==> src/rtl/mux_arb_nto1.sv <==
// mux_arb_nto1: N-to-1 data multiplexer with a one-word registered output stage.
// In fixed mode the channel is picked by 'sel'. In round-robin mode the first
// requester after the last round-robin winner is picked. Handshake is
// valid/ready on both sides. in_ready is combinational from current state and
// inputs, so a word moves from input to output register in one cycle.
module mux_arb_nto1 #(
  parameter int WIDTH    = 16,
  parameter int CHANNELS = 4,
  parameter int SEL_W    = $clog2(CHANNELS)
) (
  input  logic                       clk,
  input  logic                       rst_n,
  input  logic [CHANNELS*WIDTH-1:0]  in_data,
  input  logic [CHANNELS-1:0]        in_valid,
  output logic [CHANNELS-1:0]        in_ready,
  input  logic                       mode,
  input  logic [SEL_W-1:0]           sel,
  output logic [WIDTH-1:0]           out_data,
  output logic [SEL_W-1:0]           out_chan,
  output logic                       out_valid,
  input  logic                       out_ready
);

  // Index of the channel that receives first priority after reset, so that
  // the search starting at rr_ptr+1 begins at channel 0.
  localparam logic [SEL_W-1:0] RR_RESET = SEL_W'(CHANNELS - 1);

  // ---------------------------------------------------------------------------
  // Helper functions
  // ---------------------------------------------------------------------------

  // Fixed-select request check. A select value that names no existing channel
  // never matches a loop index, so it yields no request.
  function automatic logic fix_pick(
    input logic [CHANNELS-1:0] req,
    input logic [SEL_W-1:0]    s
  );
    logic hit;
    hit = 1'b0;
    for (int i = 0; i < CHANNELS; i++) begin
      if (s == SEL_W'(i)) begin
        hit = req[i];
      end else begin
        hit = hit;
      end
    end
    return hit;
  endfunction

  // Round-robin pick. The request vector is doubled and shifted so that bit j
  // of 'rot' is the request of channel (ptr+1+j) mod CHANNELS. Scanning j from
  // the top down lets the lowest j (closest to ptr+1) win.
  // Returns {hit, index}.
  function automatic logic [SEL_W:0] rr_pick(
    input logic [CHANNELS-1:0] req,
    input logic [SEL_W-1:0]    ptr
  );
    logic [2*CHANNELS-1:0] dbl;
    logic [CHANNELS-1:0]   rot;
    logic                  hit;
    logic [SEL_W-1:0]      idx;
    dbl = {req, req};
    rot = CHANNELS'(dbl >> (int'(ptr) + 1));
    hit = 1'b0;
    idx = {SEL_W{1'b0}};
    for (int j = CHANNELS - 1; j >= 0; j--) begin
      if (rot[j]) begin
        hit = 1'b1;
        idx = SEL_W'((int'(ptr) + 1 + j) % CHANNELS);
      end else begin
        hit = hit;
        idx = idx;
      end
    end
    return {hit, idx};
  endfunction

  // ---------------------------------------------------------------------------
  // State
  // ---------------------------------------------------------------------------
  logic [WIDTH-1:0]    out_data_r;
  logic [SEL_W-1:0]    out_chan_r;
  logic                out_valid_r;
  logic [SEL_W-1:0]    rr_ptr_r;

  // ---------------------------------------------------------------------------
  // Combinational grant path
  // ---------------------------------------------------------------------------
  logic                load_s;
  logic                fix_hit_s;
  logic [SEL_W:0]      rr_res_s;
  logic                grant_valid_s;
  logic [SEL_W-1:0]    grant_idx_s;
  logic [CHANNELS-1:0] in_ready_s;
  logic                xfer_s;
  logic [WIDTH-1:0]    grant_data_s;

  // The output register can take a new word when empty or draining this cycle.
  assign load_s = ~out_valid_r | out_ready;

  // Evaluate both candidate arbiters every cycle; mode only picks between them.
  always_comb begin
    fix_hit_s = fix_pick(in_valid, sel);
    rr_res_s  = rr_pick(in_valid, rr_ptr_r);
  end

  // Choose the active grant according to the current mode.
  always_comb begin
    grant_valid_s = 1'b0;
    grant_idx_s   = {SEL_W{1'b0}};
    case (mode)
      1'b0: begin
        grant_valid_s = fix_hit_s;
        grant_idx_s   = sel;
      end
      1'b1: begin
        grant_valid_s = rr_res_s[SEL_W];
        grant_idx_s   = rr_res_s[SEL_W-1:0];
      end
      default: begin
        grant_valid_s = 1'b0;
        grant_idx_s   = {SEL_W{1'b0}};
      end
    endcase
  end

  // One-hot accept strobe for the granted channel; suppressed during reset
  // and while the output word is stalled.
  always_comb begin
    in_ready_s = {CHANNELS{1'b0}};
    for (int i = 0; i < CHANNELS; i++) begin
      if (rst_n && load_s && grant_valid_s && (grant_idx_s == SEL_W'(i))) begin
        in_ready_s[i] = 1'b1;
      end else begin
        in_ready_s[i] = 1'b0;
      end
    end
  end

  assign xfer_s = |in_ready_s;

  // Data of the granted channel, fed to the output register.
  always_comb begin
    grant_data_s = {WIDTH{1'b0}};
    for (int i = 0; i < CHANNELS; i++) begin
      if (grant_idx_s == SEL_W'(i)) begin
        grant_data_s = in_data[i*WIDTH +: WIDTH];
      end else begin
        grant_data_s = grant_data_s;
      end
    end
  end

  // ---------------------------------------------------------------------------
  // Sequential state
  // ---------------------------------------------------------------------------

  // Output word register: load on accept, drop valid on drain, hold on stall.
  always_ff @(posedge clk) begin
    if (!rst_n) begin
      out_data_r  <= {WIDTH{1'b0}};
      out_chan_r  <= {SEL_W{1'b0}};
      out_valid_r <= 1'b0;
    end else if (xfer_s) begin
      out_data_r  <= grant_data_s;
      out_chan_r  <= grant_idx_s;
      out_valid_r <= 1'b1;
    end else if (out_valid_r && out_ready) begin
      out_data_r  <= out_data_r;
      out_chan_r  <= out_chan_r;
      out_valid_r <= 1'b0;
    end else begin
      out_data_r  <= out_data_r;
      out_chan_r  <= out_chan_r;
      out_valid_r <= out_valid_r;
    end
  end

  // Round-robin pointer: advances to the winner of round-robin transfers only,
  // so fixed-mode traffic does not disturb fairness.
  always_ff @(posedge clk) begin
    if (!rst_n) begin
      rr_ptr_r <= RR_RESET;
    end else if (xfer_s && mode) begin
      rr_ptr_r <= grant_idx_s;
    end else begin
      rr_ptr_r <= rr_ptr_r;
    end
  end

  assign in_ready  = in_ready_s;
  assign out_data  = out_data_r;
  assign out_chan  = out_chan_r;
  assign out_valid = out_valid_r;

endmodule

==> config.mk <==
export PLATFORM = sky130hd
export DESIGN_NAME = mux_arb_nto1
export DESIGN_NICKNAME = d
export VERILOG_FILES = /design/src/rtl/mux_arb_nto1.sv
export SDC_FILE = /design/constraint.sdc
export NUM_CORES = 1
export LEC_CHECK = 0
export BUFFER_PORTS_ARGS = -buffer_cell sky130_fd_sc_hd__buf_4
export CAP_MARGIN = 40
export CORE_UTILIZATION = 42
export DETAILED_ROUTE_END_ITERATION = 6
export GPL_ROUTABILITY_DRIVEN = 0
export PLACE_DENSITY = 0.8
export SLEW_MARGIN = 15
export SYNTH_ARGS = -nofsm -noshare
export SYNTH_HDL_FRONTEND = slang
export SYNTH_SLANG_ARGS = --single-unit
==> constraint.sdc <==
create_clock -name clk -period 2.2 [get_ports clk]
set_input_delay 0.44 -clock clk [delete_from_list [all_inputs] [get_ports clk]]
set_output_delay 0.44 -clock clk [all_outputs]
set_load 0.1 [all_outputs]
==> results.py <==
metrics = {
    "global_routing": {
        "grt_antenna_before_repair": 0,
        "overflow": 0,
        "grt_start_max_net_pins": 19,
        "grt_pass1_wl_mm": 6.01,
        "grt_pass1_vias": 1370,
        "track_usage_pct": 22.2,
    },
    "final_layout": {
        "fin_nets": 325,
        "layout_common_cells": "buf_4 (109), mux2i_1 (51), dfxtp_1 (18)",
        "drive_gt1_share_pct": 57.2,
        "n_antenna_cell": 0,
        "final_common_cell": "buf_4",
        "syn2layout_area_growth_pct": 73.5,
    },
    "sta": {
        "worst_pin_slew_ns": 0.342,
        "finClkSkew_ns": 0.00443,
        "min_period_over_period_pct": 105,
        "rsz0062_at_grt": "true",
        "slew_headroom_pct": 76.9,
        "setup_viol": 4,
        "drv_slew": 0,
        "hold_viol_final": 0,
        "min_period_ns": 2.32,
        "setup_tns_ns": -0.315,
        "fin_ws_ns": -0.117,
        "fmax_mhz": 432,
    },
    "power": {
        "p_total_mw": 1.55,
        "power_leakage_nw": 1.33,
        "pwr_density_cell_mw_per_mm2": 615,
        "ir_drop_mv": 0.544,
    },
    "run_status": {
        "violations": "setup timing",
        "status": "finished, violations left",
    },
    "clocking": {
        "holdBufCountCts": 0,
        "root_buffer": "clkbuf_4",
        "clk_latency_ns": 0.31,
        "numCtsBuffers": 3,
        "cts_tree": "done",
        "cts_max_level": 1,
        "clock-sinks": 21,
        "path_clk_slew_ns": 0.10,
        "clock_path_buffers": 2,
    },
    "detailed_routing": {
        "vias": 1542,
        "drc": 0,
        "via_per_inst": 5.21,
        "drt-total-wl_mm": 4.34,
        "routedWlPerCell_um": 14.7,
        "drt-pass1-iter-count": 4,
        "initialDrtViolationCount": 45,
        "ant_nets": 0,
    },
    "min_path": {
        "min-delay-start": "rst_n",
        "hold_class": "input pin to flop",
        "holdPathEnd": "rr_ptr_r[1]",
        "holdPathStages": 2,
    },
    "die": {
        "chipWidth_um": 60.9,
        "core-area_mm2": 0.00334,
        "io_pins": 97,
        "dieArea_mm2": 0.00371,
        "start_util_pct": 43.6,
        "dieHeight_um": 60.9,
        "rows": 21,
    },
    "critical_path": {
        "r2r-start": "rr_ptr_r[1]",
        "reg2reg_slack_ns": 0.11,
        "cp-end-kind": "primary output",
        "r2r-end": "out_data[10]",
        "crit_buf_inv": 1,
        "cp_slowest_cell": "dfxtp_4",
        "ff2ff_path_depth": 8,
        "cp-start-kind": "flop",
        "critPathKind": "flop to primary output",
        "worstPathRequired_ns": 1.76,
        "critPathTopFamily": "simple AND/OR/NAND/NOR gates",
        "cp.arrival_ns": 1.88,
        "path_cells": "nor4bb_4 -> nor2_1 -> nand3_1 -> a31o_4 -> and3_4 -> buf_12",
        "critPathMaxFanout": 7,
        "slowest_delay_ns": 0.39,
    },
    "yosys": {
        "ys_ff_latch": 21,
        "syn-num-nets": 211,
        "seq_area_frac_synth_pct": 28.9,
        "synth_area_mm2": 0.00146,
        "synth_cells": 137,
        "ys.warnings.count": 0,
        "yosysUniqueCellTypes": 29,
        "syn_area_per_cell_um2": 10.6,
    },
    "placed_design": {
        "port_buffers": 96,
        "dpl.hpwl_mm": 3.16,
    },
    "run": {
        "cap_violations": 0,
    },
}
[synthesized netlist by cell type, drive strengths merged]
cell type   n  area, um2
nand2       3       11.3
and3b       1       8.76
a22o       16        140
nor2        4       15.0
and3        2       12.5
nor2b       2       12.5
a311oi      1       15.0
and2        1       6.26
a31o        1       8.76
buf        10        119
o21ai       3       15.0
mux4        1       22.5
nor4bb      1       10.0
a21o        1       7.51
a21oi       2       10.0
dfxtp      21        420
o21a        1       7.51
or2         2       12.5
nor4        1       6.26
nor3b       3       22.5
nand2b      1       6.26
inv         2       7.51
a21boi      1       11.3
mux2i      52        521
nand3       2       10.0
nor4b       2       17.5
[worst max path at each step]
stage                           start          end  slack [ns]  cells after the start
after floorplan           in_valid[0]  in_ready[3]       -0.41                      6
after global placement    in_valid[1]  in_ready[2]       -0.20                      8
after detailed placement  in_valid[1]  in_ready[2]       -0.28                      8
after CTS                 in_valid[1]  in_ready[2]        -0.1                      8
after global routing      rr_ptr_r[0]  in_ready[2]       -0.14                      6
final                     rr_ptr_r[0]  in_ready[2]       -0.12                      6
[routing by layer]
| metal | share of wire [%] | global-route usage (%) | vias up |
|---|---|---|---|
| li1 | - | - | 745 |
| met1 | 40 | 24.5 | 714 |
| met2 | 49 | 39.7 | 71 |
| met3 | 7.6 | 5.54 | 12 |
| met4 | 3.2 | 10.4 | 0 |
| met5 | 0 | 0 | - |
[cells by family (layout without fill, tap and decap cells)]
kind of cell	Yosys count	in the layout	synth area share, %
DFF	21	21	28.9
and+or+nand+nor	25	25	10.4
muxes	53	53	37.3
buffers and inverters	12	125	8.68
AOI/OAI and AO/OA	26	26	14.8
[flip-flops by register name (all words and copies together) (netlist names)]
name       flops
rr_ptr_r       2
out_data      16
out_chan       2
out_valid      1
[what timing repair did]
action                                  CTS  global route
buffers inserted                          3             1
endpoints found under the setup margin    4             8
pin swaps                                 3             6
gates resized for setup                  22            14
[power by group]
| part | switching (mW) | internal (mW) | leakage [nW] |
|---|---|---|---|
| clock network | 0.113 | 0.0708 | 0.0150 |
| logic | 0.562 | 0.350 | 1.14 |
| registers | 0.0295 | 0.428 | 0.174 |
| total | 0.704 | 0.849 | 1.33 |
[area by class of cell]
type / instances / area (um2)
clock buffer: 4 / 26.3
multi-input combinational: 104 / 1030
sequential: 21 / 429
fill: 253 / 811
tap: 46 / 57.6
timing repair buffer: 119 / 975
inverter: 2 / 7.51
[through the flow]
stage,instance area (um2),utilization [%],instances,hold WS [ns],setup WS [ns]
2_1_floorplan,1490,-,137,0.502,-0.412
3_3_place_gp,2320,69.4,288,0.461,-0.199
3_5_place_dp,2320,69.4,288,0.461,-0.277
4_1_cts,2450,73.5,295,0.337,-0.0965
5_1_grt,2530,75.7,296,0.359,-0.140
6_report,2530,75.7,296,0.347,-0.117
[worst reg2reg max path, delay by kind of cell, from the launching register on]
kind                   cells  cell delay [ns]
AO/OA/AOI/OAI              2             0.28
buffers and inverters      2             0.40
flip-flops                 1             0.38
multiplexers               3             0.65
AND/OR/NAND/NOR            1             0.28
(Power assumes the default switching activity.)
